$ cat config.mk
export PLATFORM = sky130hd
export DESIGN_NAME = packed_lane_adder
export DESIGN_NICKNAME = d
export VERILOG_FILES = /design/src/rtl/adder_pkg.sv /design/src/rtl/lane_adder.sv /design/src/rtl/packed_lane_adder.sv
export SDC_FILE = /design/constraint.sdc
export NUM_CORES = 1
export LEC_CHECK = 0
export BUFFER_PORTS_ARGS = -buffer_cell sky130_fd_sc_hd__buf_2
export CAP_MARGIN = 30
export CORE_ASPECT_RATIO = 0.75
export CORE_UTILIZATION = 56
export DETAILED_ROUTE_END_ITERATION = 8
export PLACE_DENSITY = 0.79
export SYNTH_ARGS = -nofsm -noshare
export SYNTH_HDL_FRONTEND = slang
export SYNTH_SLANG_ARGS = --single-unit
$ cat constraint.sdc
create_clock -name clock -period 4.6 [get_ports clock]
set_input_delay 0.92 -clock clock [delete_from_list [all_inputs] [get_ports clock]]
set_output_delay 0.92 -clock clock [all_outputs]
set_load 0.02 [all_outputs]
$ cat src/rtl/adder_pkg.sv
// Shared defaults and elaboration helpers for the packed lane adder.
package adder_pkg;

    localparam int DEF_DATA_WIDTH    = 32;
    localparam int DEF_OPERAND_WIDTH = 4;
    localparam int DEF_LANES         = 4;
    localparam int DEF_RESULT_DEPTH  = 4;
    localparam int DEF_CNT_WIDTH     = 16;

    // Width of one packed result lane: wide sums keep the carry, saturated ones do not.
    function automatic int out_lane_w(input int ow, input bit sat);
        return sat ? ow : ow + 1;
    endfunction

    function automatic bit params_ok(input int dw, input int ow, input int lanes, input int depth);
        return (ow >= 1) && (lanes >= 1) && (depth >= 1) &&
               (2 * lanes * ow <= dw) &&
               (lanes * out_lane_w(ow, 1'b0) <= dw);
    endfunction

endpackage

$ cat src/rtl/lane_adder.sv
// Stage S2: parallel lane adders with wide/saturating packing and a per-word overflow flag.
module lane_adder
    import adder_pkg::*;
#(
    parameter int DATA_WIDTH    = DEF_DATA_WIDTH,
    parameter int OPERAND_WIDTH = DEF_OPERAND_WIDTH,
    parameter int LANES         = DEF_LANES
) (
    input  logic                               clock,
    input  logic                               reset_n,
    input  logic                               in_valid,
    input  logic [2*LANES*OPERAND_WIDTH-1:0]   operands,
    input  logic                               sat_mode,
    output logic                               out_valid,
    output logic [DATA_WIDTH-1:0]              result,
    output logic                               overflow
);

    localparam int OW     = OPERAND_WIDTH;
    localparam int WIDE_W = out_lane_w(OW, 1'b0);
    localparam int SAT_W  = out_lane_w(OW, 1'b1);

    logic [OW:0]           lane_sum [LANES];
    logic [DATA_WIDTH-1:0] packed_next;
    logic                  ovf_next;

    always_comb begin
        packed_next = '0;
        ovf_next    = 1'b0;
        for (int i = 0; i < LANES; i++) begin
            lane_sum[i] = {1'b0, operands[2*i*OW +: OW]} + {1'b0, operands[(2*i+1)*OW +: OW]};
            ovf_next    = ovf_next | lane_sum[i][OW];
            if (sat_mode) begin
                packed_next[i*SAT_W +: SAT_W] = lane_sum[i][OW] ? {SAT_W{1'b1}} : lane_sum[i][SAT_W-1:0];
            end else begin
                packed_next[i*WIDE_W +: WIDE_W] = lane_sum[i];
            end
        end
    end

    always_ff @(posedge clock or negedge reset_n) begin
        if (!reset_n) begin
            out_valid <= 1'b0;
            result    <= '0;
            overflow  <= 1'b0;
        end else begin
            out_valid <= in_valid;
            result    <= packed_next;
            overflow  <= in_valid & ovf_next;
        end
    end

endmodule

$ cat src/rtl/packed_lane_adder.sv
// FIFO-to-FIFO multi-lane adder: operand stage, lane adders, credit-limited result buffer,
// registered output and status counters.
module packed_lane_adder
    import adder_pkg::*;
#(
    parameter int DATA_WIDTH    = DEF_DATA_WIDTH,
    parameter int OPERAND_WIDTH = DEF_OPERAND_WIDTH,
    parameter int LANES         = DEF_LANES,
    parameter int RESULT_DEPTH  = DEF_RESULT_DEPTH,
    parameter int CNT_WIDTH     = DEF_CNT_WIDTH
) (
    input  logic                  clock,
    input  logic                  reset_n,
    input  logic                  data_empty,
    output logic                  data_rd,
    input  logic [DATA_WIDTH-1:0] data_din,
    input  logic                  data_full,
    output logic                  data_wr,
    output logic [DATA_WIDTH-1:0] data_dout,
    input  logic                  sat_mode,
    input  logic                  clear_counts,
    output logic [CNT_WIDTH-1:0]  words_done,
    output logic [CNT_WIDTH-1:0]  ovf_words,
    output logic                  busy
);

    localparam int OPW   = 2 * LANES * OPERAND_WIDTH;
    localparam int PTR_W = (RESULT_DEPTH > 1) ? $clog2(RESULT_DEPTH) : 1;
    localparam int OCC_W = $clog2(RESULT_DEPTH + 3);

    generate
        if (!params_ok(DATA_WIDTH, OPERAND_WIDTH, LANES, RESULT_DEPTH)) begin : g_bad_params
            $error("packed_lane_adder: illegal parameter combination");
        end
    endgenerate

    logic                  s1_valid;
    logic [OPW-1:0]        s1_operands;
    logic                  s1_sat;
    logic                  s2_valid;
    logic                  s2_ovf;
    logic [DATA_WIDTH-1:0] s2_result;

    logic [DATA_WIDTH-1:0] result_mem [RESULT_DEPTH];
    logic [PTR_W-1:0]      wr_ptr;
    logic [PTR_W-1:0]      rd_ptr;
    logic [OCC_W-1:0]      occupancy;
    logic [OCC_W-1:0]      credit_used;
    logic                  buf_nonempty;
    logic                  out_fire;
    logic                  bypass;
    logic                  buf_write;
    logic                  buf_read;

    function automatic logic [PTR_W-1:0] next_ptr(input logic [PTR_W-1:0] p);
        return (p == PTR_W'(RESULT_DEPTH - 1)) ? '0 : p + PTR_W'(1);
    endfunction

    function automatic logic [CNT_WIDTH-1:0] bump(input logic [CNT_WIDTH-1:0] c,
                                                  input logic inc, input logic clr);
        if (clr) return '0;
        if (inc && (c != {CNT_WIDTH{1'b1}})) return c + CNT_WIDTH'(1);
        return c;
    endfunction

    // Every word past the pop owns a buffer slot, so the S2 result always has somewhere to go.
    assign credit_used  = occupancy + OCC_W'(s1_valid) + OCC_W'(s2_valid);
    assign data_rd      = reset_n & ~data_empty & (credit_used < OCC_W'(RESULT_DEPTH));
    assign buf_nonempty = (occupancy != '0);
    assign out_fire     = ~data_full & (buf_nonempty | s2_valid);
    assign bypass       = out_fire & ~buf_nonempty;
    assign buf_write    = s2_valid & ~bypass;
    assign buf_read     = out_fire & buf_nonempty;
    assign busy         = s1_valid | s2_valid | buf_nonempty;

    always_ff @(posedge clock or negedge reset_n) begin
        if (!reset_n) begin
            s1_valid    <= 1'b0;
            s1_operands <= '0;
            s1_sat      <= 1'b0;
        end else begin
            s1_valid <= data_rd;
            if (data_rd) begin
                s1_operands <= data_din[OPW-1:0];
                s1_sat      <= sat_mode;
            end
        end
    end

    lane_adder #(
        .DATA_WIDTH    (DATA_WIDTH),
        .OPERAND_WIDTH (OPERAND_WIDTH),
        .LANES         (LANES)
    ) u_lane_adder (
        .clock     (clock),
        .reset_n   (reset_n),
        .in_valid  (s1_valid),
        .operands  (s1_operands),
        .sat_mode  (s1_sat),
        .out_valid (s2_valid),
        .result    (s2_result),
        .overflow  (s2_ovf)
    );

    always_ff @(posedge clock or negedge reset_n) begin
        if (!reset_n) begin
            wr_ptr    <= '0;
            rd_ptr    <= '0;
            occupancy <= '0;
        end else begin
            if (buf_write) wr_ptr <= next_ptr(wr_ptr);
            if (buf_read)  rd_ptr <= next_ptr(rd_ptr);
            occupancy <= occupancy + OCC_W'(buf_write) - OCC_W'(buf_read);
        end
    end

    always_ff @(posedge clock) begin
        if (buf_write) result_mem[wr_ptr] <= s2_result;
    end

    // With an empty buffer the S2 result goes straight to the output register.
    always_ff @(posedge clock or negedge reset_n) begin
        if (!reset_n) begin
            data_wr   <= 1'b0;
            data_dout <= '0;
        end else if (out_fire) begin
            data_wr   <= 1'b1;
            data_dout <= buf_nonempty ? result_mem[rd_ptr] : s2_result;
        end else begin
            data_wr   <= 1'b0;
        end
    end

    always_ff @(posedge clock or negedge reset_n) begin
        if (!reset_n) begin
            words_done <= '0;
            ovf_words  <= '0;
        end else begin
            words_done <= bump(words_done, out_fire, clear_counts);
            ovf_words  <= bump(ovf_words, s2_valid & s2_ovf, clear_counts);
        end
    end

endmodule

==> qor.csv, run 1 <==
metric,value,unit
startpoint types,flip-flop,
Slew headroom,0.303,
clk_lat worst skew,430,ps
Mapped Area,8660,um2
Detailed Route WL,17300,um
met3 usage,0.0531,
max cap viols,0,
Final Setup Violations,0,
via count,5595,
hold-fix buffers at CTS,0,
met1 usage,0.300,
"Critical Path, Cell by Cell","nor4_1, nand2_1, buf_2",
dominant synthesized flop cell,dfrtp_1,
CTS tree,done,
fmax,326,MHz
DRC viols,0,
Final Wtd Congestion,0.853,
crit path capture type,output pin,
ant diodes,0,
Setup CP Type,flip-flop to output pin,
Clock Skew,7.07,ps
GR Util met2,0.378,
Unique masters post-synth,53,
Final Non-Filler Cells,946,
sequential share of the synthesized area,0.612,
Setup TNS,0,ps
Total GRT Usage,0.229,
Worst Tran Pin Value,1040,ps
post-route ant nets,0,
minimum clock period,3060,ps
Cell Rows,38,
via/cell ratio,5.91,
Pint,4.16,mW
crit-path max FO,6,
initial antenna violation count,0,
per-cell routed wire length,18.3,um
Seq cells post-synth,196,
first-pass GRT wire length,27600,um
CP max-delay cell,nor4_1,
DRT Pass-1 Iters,5,
switching pwr,2.17,mW
Clock Root Buffer,clkbuf_16,
"most common cell after layout, fill and taps aside",dfrtp_1,
post-placement cell count,911,
part of the power in registers,0.443,
Buffers on Ports,92,
DP HPWL,11400,um
"top cells by area, synth","dfrtp_1 (34%), edfxtp_1 (28%), mux4_2 (5.2%)",
period utilization,0.666,
H-tree levels,4,
clock power share,0.242,
"Clk pin slew, worst setup/hold paths",70,ps
Logic pwr share,0.315,
Peak supply drop,343,uV
Resize count post-CTS,0,
Mean Syn Cell Area,13.5,um2
YS warnings,0,
Critical Path AT,2140,ps
Die ar.,16000,um2
top-area cell type share of the netlist area,0.335,
Hold Path Class,flip-flop to flip-flop,
Static Leakage,4.07,nW
delay of the slowest cell on the worst path,920,ps
Pwr Density,639,nW/um2
"Remaining Overflow, GRT",0,
Die H,110,um
cell taking the most area after synthesis,dfrtp_1,
Layout area overhead,14.3,%
Initial Util,0.586,
sw frac,0.343,
largest net degree at the start of global routing,76,
"EDFF count, synth",80,
Post-synth ARST share,0.592,
Post-Synthesis Cells,643,
vias in the first global route,5371,
Placeable Area,14800,um2
most frequent cells in the layout,"dfrtp_1 (116), buf_2 (92), edfxtp_1 (80), nand2_1 (39), mux2_2 (38)",
TritonCTS buffer count,17,
gr busiest metal,met2,
# clock sinks,196,
status,completed,
number of nets in the layout,802,
Max clock buf depth,2,
# IOs,105,
final hold violations,0,
layout cells sized above 1,0.272,
chip width,146,um
Final Max Tran Viols,0,
initial drt markers,455,
RSZ-0062 raised after global routing,false,
postcts setup bufs,0,
WP data required,3680,ps
==> final cells by class <==
class | count | area (um2)
well taps | 200 | 250
clock inverters | 14 | 165
fillers | 1037 | 4890
flip-flops and latches | 196 | 5310
multi-input cells | 390 | 3090
clock buffers | 18 | 450
repair buffers | 99 | 528
inverters | 29 | 109
==> stage by stage <==
step                      hold slack [ps]  utilization  power, mW  instance area (um2)  setup WS, ps
after floorplan                       374            -       4.19                 8710          1950
after global placement                394        0.625       4.68                 9240          1670
after detailed placement              403        0.625       4.79                 9250          1590
after CTS                             442        0.667       6.35                 9860          1560
after global routing                  443        0.670       6.71                 9900          1470
final                                 435        0.670       6.32                 9900          1540
==> critical path: cells and delay by family (launching register included) <==
kind,cells,cell delay (ps)
and+or+nand+nor,2,1020
DFF,1,490
buffers and inverters,1,200
==> worst paths after layout <==
path / from / endpoint / slack, ps / cells past startpoint
max in group asynchronous: reset_n / ovf_words[0]$_DFFE_PN0P_ / 2770 / 2
max: u_lane_adder.out_valid$_DFF_PN0_ / busy / 1540 / 3
min reg2reg: s1_valid$_DFF_PN0_ / u_lane_adder.out_valid$_DFF_PN0_ / 440 / 0
min: s1_valid$_DFF_PN0_ / u_lane_adder.out_valid$_DFF_PN0_ / 440 / 0
min in group asynchronous: reset_n / ovf_words[10]$_DFFE_PN0P_ / 470 / 1
max reg2reg: occupancy[1]$_DFF_PN0_ / occupancy[2]$_DFF_PN0_ / 1640 / 10
==> metal layers <==
layer  routed length, um  vias up
li1                    -     2572
met1                7670     2776
met2                8160      223
met3                1230       24
met4                 268        0
met5                   0        -
==> power by group through the flow <==
stage	registers, mW	logic [mW]	clock network [mW]
final	2.80	1.99	1.53
after global routing	2.86	2.23	1.62
after CTS	2.80	2.00	1.55
after detailed placement	2.83	1.96	0
after global placement	2.78	1.90	0
after floorplan	2.75	1.44	0
==> cells in the mapped netlist, types with 6 or more instances <==
library cell	n
a21oi_1	33
a22oi_1	21
and2_1	6
buf_4	12
clkbuf_1	21
dfrtp_1	116
edfxtp_1	80
ha_1	26
inv_1	28
mux2_2	38
mux4_2	20
nand2_1	39
nand3_1	10
nand4_1	10
nor2_1	20
nor2b_1	8
nor3_1	7
nor4_1	6
o21ai_0	32
o31ai_1	18
or3_1	7
or4_1	19
==> kinds of logic (layout without fill, tap and decap cells) <==
group / after synthesis / after routing / synth area share
adders and majority gates: 31 / 31 / 0.0491
DFF: 196 / 196 / 0.612
other: 1 / 12 / 0.000433
muxes: 59 / 59 / 0.103
buffers and inverters: 68 / 160 / 0.0362
xor gates and xnor gates: 9 / 9 / 0.00910
AOI/OAI and AO/OA: 129 / 129 / 0.0940
and+or+nand+nor: 150 / 150 / 0.0963
==> flip-flops by register name, indices dropped and copies added, names as in the netlist <==
| name | flops |
|---|---|
| data_wr | 1 |
| s1_operands | 32 |
| u_lane_adder.overflow | 1 |
| wr_ptr | 2 |
| data_dout | 20 |
| u_lane_adder.result | 20 |
| s1_sat | 1 |
| ovf_words | 16 |
| u_lane_adder.out_valid | 1 |
| rd_ptr | 2 |
| result_mem | 80 |
| words_done | 16 |
| s1_valid | 1 |
| occupancy | 3 |
(Power assumes the default switching activity.)
==> run 2, diff against run 1 <==
Settings changed: CORE_UTILIZATION 56 to 52, PLACE_DENSITY 0.79 to 0.77.
Clock period 4.6 ns to 2.68 ns, I/O delays scaled along.
==> run 2 against run 1 <==
Cell count increased by 2.0%. Sequential cell count unchanged. Sequential share of layout area decreased by 0.27 points. Critical endpoint is now data_rd. Largest cell class unchanged.
==> qor.csv, run 2 (synthesized netlist as in run 1, its figures left out) <==
metric,value,unit
critical path buffer and inverter count,1,
utilization after layout,0.616,
TritonCTS buffer count,17,
cell family with most CP delay,flip-flops,
WP data required,2140,ps
"Critical Path, Cell by Cell","ha_1, a21oi_1, o21ai_0, nor3b_4, buf_2",
Tot Pwr,10.6,mW
Hold Path Class,input port to asynchronous set/reset pin,
Area after DPL,9340,um2
Final Setup Violations,0,
Static Leakage,4.09,nW
status,completed,
Buffers on Ports,92,
DRC viols,0,
reg-to-reg endpoint,occupancy[2]$_DFF_PN0_,
Clock Skew,13.0,ps
Logic pwr share,0.334,
# IOs,105,
Total GRT Usage,0.222,
per-cell routed wire length,18.0,um
Initial Util,0.536,
max cap viols,0,
fmax,396,MHz
Max clock buf depth,2,
postcts setup bufs,0,
RSZ-0062 raised after global routing,false,
final hold violations,0,
period utilization,0.943,
largest register by flop count,result_mem,
Clock Root Buffer,clkbuf_16,
Layout area overhead,14.8,%
switching pwr,3.63,mW
# clock sinks,196,
Filler cells,1229,
DRT Pass-1 Iters,5,
R2R setup slack,260,ps
max reg flops,80,
Pwr Density,1070,nW/um2
part of the power in registers,0.445,
crit-path max FO,6,
Regs by FF count,"result_mem x80, s1_operands x32",
Critical Path AT,1990,ps
Setup TNS,0,ps
Setup CP Type,flip-flop to output pin,
Final Wtd Congestion,0.864,
Placeable Area,16200,um2
initial drt markers,351,
first-pass GRT wire length,28800,um
"Clk pin slew, worst setup/hold paths",70,ps
minimum clock period,2530,ps
Die H,114,um
layout cells sized above 1,0.277,
number of nets in the layout,811,
CP max-delay cell,dfrtp_1,
via/cell ratio,5.78,
hold slack final,215,ps
clock power share,0.221,
FF-to-FF Start,occupancy[2]$_DFF_PN0_,
Final Max Tran Viols,0,
"most common cell after layout, fill and taps aside",dfrtp_1,
Die ar.,17200,um2
Detailed Route WL,17400,um
"Remaining Overflow, GRT",0,
largest net degree at the start of global routing,73,
DP HPWL,11800,um
via count,5575,
vias in the first global route,5605,
Cell Rows,40,
chip width,151,um
initial antenna violation count,0,
sw frac,0.342,
Resize count post-CTS,0,
crit path capture type,output pin,
post-route ant nets,0,
hold-fix buffers at CTS,0,
Pint,6.99,mW
most frequent cells in the layout,"dfrtp_1 (116), buf_2 (91), edfxtp_1 (80), nand2_1 (39), mux2_2 (38)",
Peak supply drop,575,uV
H-tree levels,4,
clk_lat worst skew,430,ps
Worst Tran Pin Value,890,ps
Slew headroom,0.406,
delay of the slowest cell on the worst path,450,ps
Worst Reg2Reg Path Length in Cells,10,
startpoint types,flip-flop,
Final Cell Area,9950,um2
CTS tree,done,
ant diodes,0,
-- run 2: cell count changes in the layout (fill, tap and decap cells not counted), moves of 2 or more --
cell | previous run | this run
clkinvlp_4 | 2 | 4
buf_16 | 0 | 2
inv_6 | 3 | 1
inv_8 | 4 | 0
clkinv_2 | 2 | 4
buf_4 | 4 | 13
clkinv_1 | 1 | 3
-- run 2: layout make-up --
cell class / count / area (um2) / area share
Timing Repair Buffer: 108 / 638 / 0.0641
Inverter: 29 / 109 / 0.0109
Tap cell: 210 / 263 / 0.0264
Clock buffer: 18 / 429 / 0.0431
Sequential cell: 196 / 5310 / 0.533
Clock inverter: 14 / 114 / 0.0114
Multi-Input combinational cell: 390 / 3090 / 0.311
-- run 2: worst max-delay path by stage --
stage                                                 from                endpoint  slack [ps]  cells after the start
after floorplan                     occupancy[1]$_DFF_PN0_  occupancy[2]$_DFF_PN0_         390                     10
after global placement              occupancy[1]$_DFF_PN0_  occupancy[2]$_DFF_PN0_         340                     10
after detailed placement            occupancy[2]$_DFF_PN0_  occupancy[2]$_DFF_PN0_         270                     10
after CTS                 u_lane_adder.out_valid$_DFF_PN0_                 data_rd         160                      5
after global routing      u_lane_adder.out_valid$_DFF_PN0_                 data_rd          50                      5
final                     u_lane_adder.out_valid$_DFF_PN0_                 data_rd         150                      5
-- run 2: worst register-to-register path: stages (launching register included) --
cell	delay (ps)
dfrtp_1	440
or3_1	410
o21a_1	240
inv_1	90
ha_1	230
inv_1	60
ha_1	140
inv_1	50
fa_1	370
xnor2_1	150
xnor2_1	130
-- run 2: per-layer routing --
metal | share of wire | up-vias | track usage
li1 | - | 2600 | -
met1 | 0.45 | 2762 | 0.317
met2 | 0.46 | 189 | 0.334
met3 | 0.068 | 24 | 0.0576
met4 | 0.017 | 0 | 0.0713
met5 | 0 | - | 0
-- run 2: power groups by stage --
stage | clock network, mW | logic, mW | registers, mW
after floorplan | 0 | 2.47 | 4.71
after global placement | 0 | 3.36 | 4.71
after detailed placement | 0 | 3.49 | 4.79
after CTS | 2.40 | 3.53 | 4.73
after global routing | 2.51 | 3.95 | 4.85
final | 2.34 | 3.55 | 4.73
-- run 2: per-stage QoR --
step	setup WS, ps	cells
3_5_place_dp	265	930
4_1_cts	163	962
3_3_place_gp	338	929
6_report	152	965
5_1_grt	52.3	965
2_1_floorplan	392	654
==> run 3, diff against run 2 <==
Settings changed: PLACE_DENSITY 0.77 to 0.75.
==> run 3 against run 2 <==
Clock-buffer cell count grew 1. Via count fell by 0.27%. First-iteration DRC count increased by 26%. Clock skew down 1.1 ps. Critical path depth is the same. Total power is 0.17% higher. Sequential cell count unchanged.
==> qor.csv, run 3 (synthesized netlist as in run 1, its figures left out) <==
metric,value,unit
Die H,114,um
initial antenna violation count,0,
final hold violations,0,
minimum clock period,2480,ps
number of nets in the layout,810,
# IOs,105,
WP data required,2140,ps
met2 routed WL,8330,um
"Critical Path, Cell by Cell","ha_1, a21oi_1, nor3_1, nor3b_4, buf_2",
Regs by FF count,"result_mem x80, s1_operands x32",
Cell Rows,40,
status,completed,
clk_lat worst skew,430,ps
largest net degree at the start of global routing,117,
DP HPWL,11700,um
Initial Util,0.536,
CP startpoint,u_lane_adder.out_valid$_DFF_PN0_,
Met1 Routed Length,7830,um
max layer used,met4,
Die ar.,17200,um2
"Remaining Overflow, GRT",0,
max reg flops,80,
FF-to-FF Start,occupancy[1]$_DFF_PN0_,
Buffers on Ports,92,
post-placement cell count,928,
Total GRT Usage,0.217,
Hold Path Class,input port to asynchronous set/reset pin,
Static Leakage,4.10,nW
H-tree levels,4,
"most common cell after layout, fill and taps aside",dfrtp_1,
vias in the first global route,5483,
largest register by flop count,result_mem,
TritonCTS buffer count,17,
Final Wtd Congestion,0.847,
delay of the slowest cell on the worst path,450,ps
DRC viols,0,
Setup TNS,0,ps
max cap viols,0,
Placeable Area,16200,um2
most frequent cells in the layout,"dfrtp_1 (116), buf_2 (91), edfxtp_1 (80), nand2_1 (39), mux2_2 (38)",
Worst Reg2Reg Path Length in Cells,10,
crit path capture type,output pin,
ant diodes,0,
DRT Pass-1 Iters,5,
chip width,151,um
via count,5560,
Filler cells,1230,
met3 wire len,1050,um
Peak supply drop,560,uV
R2R setup slack,210,ps
Setup CP Type,flip-flop to output pin,
Critical Path AT,1940,ps
CP max-delay cell,dfrtp_1,
first-pass GRT wire length,28100,um
fmax,403,MHz
crit-path max FO,6,
"Clk pin slew, worst setup/hold paths",70,ps
Layout area overhead,14.9,%
Slew headroom,0.493,
Final Non-Filler Cells,964,
via/cell ratio,5.77,
hold slack final,191,ps
startpoint types,flip-flop,
layout cells sized above 1,0.276,
Detailed Route WL,17400,um
hold-fix buffers at CTS,0,
Pwr Density,1070,nW/um2
initial drt markers,442,
Resize count post-CTS,0,
post-route ant nets,0,
Max clock buf depth,2,
utilization after layout,0.616,
postcts setup bufs,0,
Clock Skew,11.9,ps
Clock Root Buffer,clkbuf_16,
period utilization,0.925,
Final Max Tran Viols,0,
per-cell routed wire length,18.0,um
Final Setup Violations,0,
Worst Tran Pin Value,754,ps
CTS tree,done,
RSZ-0062 raised after global routing,false,
# clock sinks,196,
[run 3: report_power, final]
part,internal (mW),total (mW),switching [mW]
sequential,4.07,4.73,0.660
combinational,1.64,3.52,1.88
clock,1.30,2.38,1.08
[run 3: final timing paths]
kind | end
setup / recovery | data_rd
hold / removal | ovf_words[12]$_DFFE_PN0P_
setup reg to reg | occupancy[2]$_DFF_PN0_
hold reg to reg | u_lane_adder.out_valid$_DFF_PN0_
max in group asynchronous | data_dout[17]$_DFFE_PN0N_
min in group clock | s1_operands[31]$_DFFE_PN0P_
[run 3: routing by layer]
layer,GRT usage,up-vias
met5,0,-
met4,0.0567,0
met3,0.0536,20
met2,0.334,177
met1,0.312,2781
li1,-,2582
[run 3: final cells by class]
type | count | area (um2) | area share
Clock inverter | 13 | 109 | 0.0109
Tap cell | 210 | 263 | 0.0264
Multi-Input combinational cell | 390 | 3090 | 0.311
Clock buffer | 19 | 443 | 0.0445
Inverter | 29 | 109 | 0.0109
Sequential cell | 196 | 5310 | 0.533
Timing Repair Buffer | 107 | 631 | 0.0634
[run 3: metrics by stage]
step / area, um2 / worst slack [ps] / power, mW
global placement: 9330 / 339 / 8.06
global route: 9950 / 76.0 / 11.4
floorplan: 8710 / 392 / 7.18
detailed placement: 9330 / 218 / 8.27
finish: 9950 / 200 / 10.6
CTS: 9880 / 163 / 10.7
[run 3: critical path, delay by kind of cell, from the launching register on]
kind            cells  cell delay, ps
fa+ha+maj           1             320
simple gates        2             360
flops               1             450
compound gates      1             170
buf+inv             1             230
